### src/rtl/floating_unit.sv
// floating_unit: single-precision IEEE-754 adder/subtractor, one registered stage.
//
// Ports:
//   a, b   : binary32 operands
//   op     : 1 = a + b, 0 = a - b
//   value  : registered binary32 result (round to nearest even, no denormals)
//   debug  : registered {7'b0, raw 25-bit pre-normalisation magnitude}
//   clk    : rising-edge clock
//   rst_n  : asynchronous active-low reset
//
// Build option: define FLOATING_DEBUG_EN to drive debug; otherwise debug is
// tied to zero and its register is dropped. value is identical either way.
module floating_unit (
  input  logic [31:0] a,
  input  logic [31:0] b,
  input  logic        op,
  output logic [31:0] value,
  output logic [31:0] debug,
  input  logic        clk,
  input  logic        rst_n
);

  localparam int unsigned EXP_W  = 8;
  localparam int unsigned FRAC_W = 23;
  localparam int unsigned SIG_W  = 24;
  localparam int unsigned EXT_W  = 27;          // significand + guard/round/sticky
  localparam int unsigned SUM_W  = 28;          // extended sum incl. carry-out
  localparam int unsigned SHF_W  = SIG_W + 30;  // alignment scratch width
  localparam int unsigned LZ_W   = 5;
  localparam int unsigned E_W    = 10;          // signed working exponent
  localparam logic [31:0] QNAN   = 32'h7FC0_0000;

  // Operand decode
  logic [EXP_W-1:0]  w_ea, w_eb;
  logic [FRAC_W-1:0] w_fa, w_fb;
  logic              w_sa, w_sb;
  logic              w_a_zero, w_b_zero, w_a_inf, w_b_inf, w_a_nan, w_b_nan;
  logic [SIG_W-1:0]  w_sig_a, w_sig_b;

  assign w_ea     = a[30:23];
  assign w_eb     = b[30:23];
  assign w_fa     = a[22:0];
  assign w_fb     = b[22:0];
  assign w_sa     = a[31];
  assign w_sb     = b[31] ^ ~op;
  assign w_a_zero = (w_ea == '0);                // denormals flush to zero
  assign w_b_zero = (w_eb == '0);
  assign w_a_inf  = (w_ea == '1) && (w_fa == '0);
  assign w_b_inf  = (w_eb == '1) && (w_fb == '0);
  assign w_a_nan  = (w_ea == '1) && (w_fa != '0);
  assign w_b_nan  = (w_eb == '1) && (w_fb != '0);
  assign w_sig_a  = w_a_zero ? '0 : {1'b1, w_fa};
  assign w_sig_b  = w_b_zero ? '0 : {1'b1, w_fb};

  // Order operands by magnitude (exponent, then significand)
  logic              w_swap, w_sgn_l, w_eff_sub;
  logic [EXP_W-1:0]  w_el, w_es, w_d;
  logic [SIG_W-1:0]  w_sig_l, w_sig_s;

  assign w_swap    = {w_eb, w_sig_b} > {w_ea, w_sig_a};
  assign w_el      = w_swap ? w_eb    : w_ea;
  assign w_es      = w_swap ? w_ea    : w_eb;
  assign w_sig_l   = w_swap ? w_sig_b : w_sig_a;
  assign w_sig_s   = w_swap ? w_sig_a : w_sig_b;
  assign w_sgn_l   = w_swap ? w_sb    : w_sa;
  assign w_d       = w_el - w_es;
  assign w_eff_sub = w_sa ^ w_sb;

  // Align smaller significand, collapsing everything below round into sticky
  logic [SHF_W-1:0] w_align;
  logic [EXT_W-1:0] w_shifted, w_ext;
  logic             w_sticky;

  always_comb begin
    w_align   = {w_sig_s, 30'b0} >> w_d[LZ_W-1:0];
    w_shifted = w_align[SHF_W-1:SHF_W-EXT_W];
    w_sticky  = |w_align[SHF_W-EXT_W-1:0];
    if (w_d >= EXP_W'(EXT_W)) begin
      w_shifted = '0;
      w_sticky  = |w_sig_s;
    end
    w_ext = {w_shifted[EXT_W-1:1], w_shifted[0] | w_sticky};
  end

  // Magnitude add/subtract on the extended significands
  logic [SUM_W-1:0] w_sum;

  assign w_sum = w_eff_sub ? ({1'b0, w_sig_l, 3'b000} - {1'b0, w_ext})
                           : ({1'b0, w_sig_l, 3'b000} + {1'b0, w_ext});

  // Normalise: carry-out shifts right, otherwise strip leading zeros
  logic [LZ_W-1:0]  w_lz;
  logic [EXT_W-1:0] w_norm;
  logic [E_W-1:0]   w_e_norm;

  always_comb begin
    w_lz = '0;
    for (int i = 0; i < int'(EXT_W); i++) begin
      if (w_sum[i]) w_lz = LZ_W'(int'(EXT_W) - 1 - i);
    end
    if (w_sum[SUM_W-1]) begin
      w_norm   = {w_sum[SUM_W-1:2], w_sum[1] | w_sum[0]};
      w_e_norm = {2'b00, w_el} + E_W'(1);
    end else begin
      w_norm   = w_sum[EXT_W-1:0] << w_lz;
      w_e_norm = {2'b00, w_el} - {5'b00000, w_lz};
    end
  end

  // Round to nearest, ties to even; a rounding carry bumps the exponent
  logic                w_round_up;
  logic [SIG_W:0]      w_sig_rnd;
  logic [E_W-1:0]      w_e_res;
  logic [FRAC_W-1:0]   w_frac_res;
  logic                w_ovf, w_unf;

  assign w_round_up = w_norm[2] & (w_norm[1] | w_norm[0] | w_norm[3]);
  assign w_sig_rnd  = {1'b0, w_norm[EXT_W-1:3]} + (SIG_W+1)'(w_round_up);
  assign w_e_res    = w_e_norm + E_W'(w_sig_rnd[SIG_W]);
  assign w_frac_res = w_sig_rnd[SIG_W] ? w_sig_rnd[SIG_W-1:1] : w_sig_rnd[FRAC_W-1:0];
  assign w_ovf      = $signed(w_e_res) >= $signed(E_W'(255));
  assign w_unf      = $signed(w_e_res) <= $signed(E_W'(0));

  // Result selection, special cases in priority order
  logic [31:0] w_value_nxt;

  always_comb begin
    w_value_nxt = {w_sgn_l, w_e_res[EXP_W-1:0], w_frac_res};
    if (w_a_nan || w_b_nan) begin
      w_value_nxt = QNAN;
    end else if (w_a_inf && w_b_inf && (w_sa != w_sb)) begin
      w_value_nxt = QNAN;
    end else if (w_a_inf) begin
      w_value_nxt = {w_sa, 8'hFF, 23'b0};
    end else if (w_b_inf) begin
      w_value_nxt = {w_sb, 8'hFF, 23'b0};
    end else if (w_sum == '0) begin
      // Exact cancellation and zero + zero both give +0
      w_value_nxt = 32'h0000_0000;
    end else if (w_ovf) begin
      w_value_nxt = {w_sgn_l, 8'hFF, 23'b0};
    end else if (w_unf) begin
      w_value_nxt = {w_sgn_l, 31'b0};
    end else if (w_a_zero) begin
      w_value_nxt = {w_sb, b[30:0]};
    end else if (w_b_zero) begin
      w_value_nxt = {w_sa, a[30:0]};
    end
  end

  // Result register
  logic [31:0] r_value;

  always_ff @(posedge clk or negedge rst_n) begin
    if (!rst_n) r_value <= '0;
    else        r_value <= w_value_nxt;
  end

  assign value = r_value;

`ifdef FLOATING_DEBUG_EN
  // Raw magnitude is only meaningful when the ordinary arithmetic path is used
  logic        w_special_c;
  logic [31:0] r_debug;

  assign w_special_c = w_a_nan | w_b_nan | w_a_inf | w_b_inf | (w_sum == '0) |
                       w_ovf | w_unf | w_a_zero | w_b_zero;

  always_ff @(posedge clk or negedge rst_n) begin
    if (!rst_n)           r_debug <= '0;
    else if (w_special_c) r_debug <= '0;
    else                  r_debug <= {7'b0, w_sum[SUM_W-1:3]};
  end

  assign debug = r_debug;
`else
  assign debug = '0;
`endif

endmodule

### config.mk
export PLATFORM = sky130hd
export DESIGN_NAME = floating_unit
export DESIGN_NICKNAME = d
export VERILOG_FILES = /design/src/rtl/floating_unit.sv
export SDC_FILE = /design/constraint.sdc
export NUM_CORES = 1
export LEC_CHECK = 0
export BUFFER_PORTS_ARGS = -buffer_cell sky130_fd_sc_hd__buf_4
export CORE_MARGIN = 1
export CORE_UTILIZATION = 60
export DETAILED_ROUTE_END_ITERATION = 8
export PLACE_DENSITY = 0.85
export SLEW_MARGIN = 20
export SYNTH_ARGS = -nofsm -noshare
export SYNTH_HDL_FRONTEND = slang
export SYNTH_SLANG_ARGS = --single-unit
### constraint.sdc
create_clock -name clk -period 0.8 [get_ports clk]
set_input_delay 0.04 -clock clk [delete_from_list [all_inputs] [get_ports clk]]
set_output_delay 0.04 -clock clk [all_outputs]
set_load 0.02 [all_outputs]
==> results of run 1 <==
[synth_stat cells, drive strengths merged (7+ instances only)]
library cell / number
a21oi: 154
ha: 90
or3: 17
xor2: 26
nand4: 33
or2: 16
clkbuf: 65
a22oi: 10
o211ai: 29
o31ai: 13
o21bai: 15
o22ai: 19
nor3: 76
a21o: 38
o21ai: 134
nor4: 38
xnor2: 43
o21a: 12
mux2: 29
and2: 41
buf: 90
o221ai: 10
a211oi: 54
nand2b: 23
nand2: 197
a31o: 7
a31oi: 38
nor2: 229
inv: 91
a311oi: 12
a211o: 14
o2111ai: 7
and3: 24
a2111oi: 10
or4: 7
mux2i: 80
dfrtp: 32
nor2b: 16
a221oi: 13
o32ai: 7
nand3: 71
a32oi: 8
[per-stage QoR]
| stage | util [%] | worst slack [ns] | instance area [µm²] | setup TNS [ns] | hold slack, ns |
|---|---|---|---|---|---|
| after global placement | 93.0 | -11.78 | 20600 | -372.69 | -0.0213 |
| after floorplan | - | -11.91 | 14400 | -375.03 | -0.256 |
| after detailed placement | 93.0 | -13.89 | 20600 | -436.15 | -0.00922 |
[logic make-up after synthesis]
logic type                 Yosys count
muxes                              113
and+or+nand+nor                    820
xor gates and xnor gates            69
AOI/OAI and AO/OA                  677
buffers and inverters              248
other                                1
DFF                                 32
adders and majority gates           92
==> impl_metrics.yaml, run 1 <==
yosys:
  avgSynthCellArea_um2: 6.68
  synth_edf_count: 0
  yosysWarnings: 0
  syn_inst: 2052
  synth_top_family_by_area: "compound AO/OA/AOI/OAI gates"
  synthXorXnorAreaFrac_pct: 4.60
  muxShareOfSynthArea_pct: 8.91
  synthTopCellsByArea: "ha_1, nor2_1, dfrtp_1"
  async_reset_ff_share_pct: 100
  synth_area_um2: 13700
  synth_top_area_share_pct: 8.21
  yosysTopAreaCell: "ha_1"
  synth_compound_area_share_pct: 33.9
  ys_seq_area_share_pct: 5.84
  synth_fa_ha_area_share_pct: 8.51
  yosys_register_bits: 32
  ys.flop_type: "dfrtp_1"
  synth-simple-area-share_pct: 29.9
  ys_types: 117
cts:
  cts_resized: 274
  cts.root.buffer_cell: "clkbuf_16"
  numCtsBuffers: 5
  cts_sinks: 32
  cts_max_level: 2
  clockBufferDepth: 2
  cts-hold-fix-buffers: 1
  cts_setup_buffers: 83
run_status:
  status: "did not finish"
  stop_error: "[ERROR DPL-0038] Utilization greater than 100%, impossible to legalize"
  stop_stage: "clock tree synthesis (4_1_cts)"
placed_design:
  hpwl_um: 72500
  dp.cells: 3088
  gp_congestion: 1.30
  port_buffers: 98
die:
  pin_count: 131
  die_h_um: 153
  dieWidth_um: 153
  rows: 54
  initial_core_util_pct: 62.0
==> inputs of run 2 (changes only) <==
--- a/config.mk
+++ b/config.mk
@@ -7,9 +7,9 @@
 export LEC_CHECK = 0
 export BUFFER_PORTS_ARGS = -buffer_cell sky130_fd_sc_hd__buf_4
 export CORE_MARGIN = 1
-export CORE_UTILIZATION = 60
+export CORE_UTILIZATION = 40
 export DETAILED_ROUTE_END_ITERATION = 8
-export PLACE_DENSITY = 0.85
+export PLACE_DENSITY_LB_ADDON = 0.15
 export SLEW_MARGIN = 20
 export SYNTH_ARGS = -nofsm -noshare
 export SYNTH_HDL_FRONTEND = slang
==> run 2 against run 1 <==
Against the previous run: the flow now finishes, with violations (negative setup slack); synthesized area unchanged; synthesized cell count unchanged.
==> impl_metrics.yaml, run 2 <==
run_status:
  status: "finished, violations left"
  violations: "negative setup slack"
die:
  core_um2: 33600
  dieArea_um2: 35000
  dieWidth_um: 187
  initial_core_util_pct: 40.8
  rows: 67
  die_h_um: 187
  pin_count: 131
detailed_routing:
  drt-total-wl_um: 79500
  route.detailed.drc: 0
  num_vias: 20940
  routedWlPerCell_um: 23.5
  drtIter0Drc: 2101
  via_per_inst: 6.18
  final_antenna_net_count: 0
  drt_pass1_iterations: 5
yosys:
  synth_top_area_share_pct: 8.21
  ys.flop_type: "dfrtp_1"
  syn_inst: 2052
  ys_top_cells_by_count: "nor2_1, nand2_1, a21oi_1"
  synthTopCellsByArea: "ha_1, nor2_1, dfrtp_1"
  ys_types: 117
  yosysMostFrequentCell: "nor2_1"
  ys_seq_area_share_pct: 5.84
  async_reset_ff_share_pct: 100
  yosys_register_bits: 32
  avgSynthCellArea_um2: 6.68
  synth_area_um2: 13700
  synth_edf_count: 0
  yosysWarnings: 0
  yosysTopAreaCell: "ha_1"
cells_and_area:
  mostFrequentLayoutCells: "buf_4, nor2_1, nand2_1"
  multi_input_area_um2: 13400
  final_common_cell: "buf_4"
  fillers: 2875
  n_antenna_cell: 0
  regArea_um2: 801
  final_area_um2: 23200
  fin_nets: 3098
  fin_cells: 3388
  largest_register_ffs: 32
  syn_to_final_growth_pct: 69.3
  layout-drive-gt1-share_pct: 44.9
hold_path:
  hold_path_class: "input pin to register"
cts:
  cts_tree: "done"
  clk_pin_slew_ns: 0.06
  cts.root.buffer_cell: "clkbuf_16"
  numCtsBuffers: 5
  cts_max_level: 2
  clockBufferDepth: 2
  cts_sinks: 32
setup_path:
  critPathLaunch: "b[26]"
  cpMaxStageDelayCell: "or4_4"
  cp.depth: 68
  setup.worst_path.end: "value[14]"
  crit_path_max_fanout: 8
  crit_buf_inv: 12
  crit_type: "input pin to register"
  cp-start-kind: "input pin"
  cp.arrival_ns: 12.89
  crit_family: "compound AO/OA/AOI/OAI gates"
  critPathCaptureType: "register"
  required_ns: 0.98
  max_stage_delay_ns: 0.56
placed_design:
  hpwl_um: 63800
  placed_area_um2: 21200
  gp_congestion: 1.04
  dp.cells: 3307
  place_ws_ns: -12.64
  port_buffers: 98
timing:
  period_needed_ns: 12.71
  setup_slack_ns: -11.91
  slew-limit-headroom_pct: 39.2
  worst_pin_slew_ns: 0.900
  tns_ns: -378.14
  fin_crit_sh_pct: 1590
  drv_slew: 0
  hold_viol_final: 0
  rsz0062_at_grt: "true"
  finalSetupViolations: 64
  fmax_ghz: 0.0787
global_route:
  grt_antenna_before_repair: 0
  grt_max_degree: 59
  grt_pass1_wl_um: 118000
  grtUsageTotal_pct: 43.4
  grt_pass1_vias: 20632
  overflow: 0
power:
  leakage_uw: 0.0109
  power_density_nw_per_um2: 2480
  max-vdd-ir-drop_v: 0.00212
  power_uw: 57500
job:
  max-cap-violations: 0
-- run 2: worst min path at each step --
stage               slack [ns]  depth (start not counted)   from   endpoint
finish                    0.13                          3  a[31]  value[31]
global route              0.15                          3  a[31]  value[31]
CTS                       0.13                          3  a[31]  value[31]
detailed placement      -0.004                          1  rst_n  value[25]
global placement        -0.009                          1  rst_n  value[25]
floorplan                -0.26                          0  rst_n   value[0]
-- run 2: report_power, final --
part | internal [µW] | switching (µW)
Combinational | 25100 | 27100
Sequential | 2440 | 602
Clock | 1480 | 752
-- run 2: layout make-up --
| cell class | instances | share of cell area [%] |
|---|---|---|
| multi-input combinational | 1804 | 57.8 |
| timing repair buffer | 1003 | 34.0 |
| sequential | 32 | 3.45 |
| tap | 448 | 2.42 |
| inverter | 93 | 1.52 |
| clock buffer | 5 | 0.539 |
| clock inverter | 3 | 0.200 |
-- run 2: repair_timing --
action | 4_1_cts | 5_1_grt
hold buffers | 1 | 0
pin swaps | 108 | 71
resized for setup | 195 | 68
gates cloned | 2 | 2
endpoints found under the hold margin | 32 | 0
setup buffers | 49 | 22
setup endpoints to repair | 64 | 64
-- run 2: logic make-up after synthesis --
family	count (synthesis)	share of synthesized area [%]
simple gates	820	29.9
buf+inv	248	8.36
other cells	1	0.0274
compound gates	677	33.9
xor+xnor	69	4.60
flops	32	5.84
fa+ha+maj	92	8.51
mux	113	8.91
-- run 2: routing by layer --
metal	global-route usage (%)	share of wire (%)
met5	0	0
met4	27.1	7.2
met3	6.85	9.2
met2	70.0	44
met1	53.9	39
-- run 2: per-stage QoR --
| step | util, % | hold slack (ns) |
|---|---|---|
| 6_report | 69.0 | 0.133 |
| 5_1_grt | 69.0 | 0.148 |
| 4_1_cts | 67.4 | 0.125 |
| 3_5_place_dp | 63.1 | -0.00373 |
| 3_3_place_gp | 63.1 | -0.00884 |
| 2_1_floorplan | - | -0.256 |
Power figures use the tool's default switching activity.
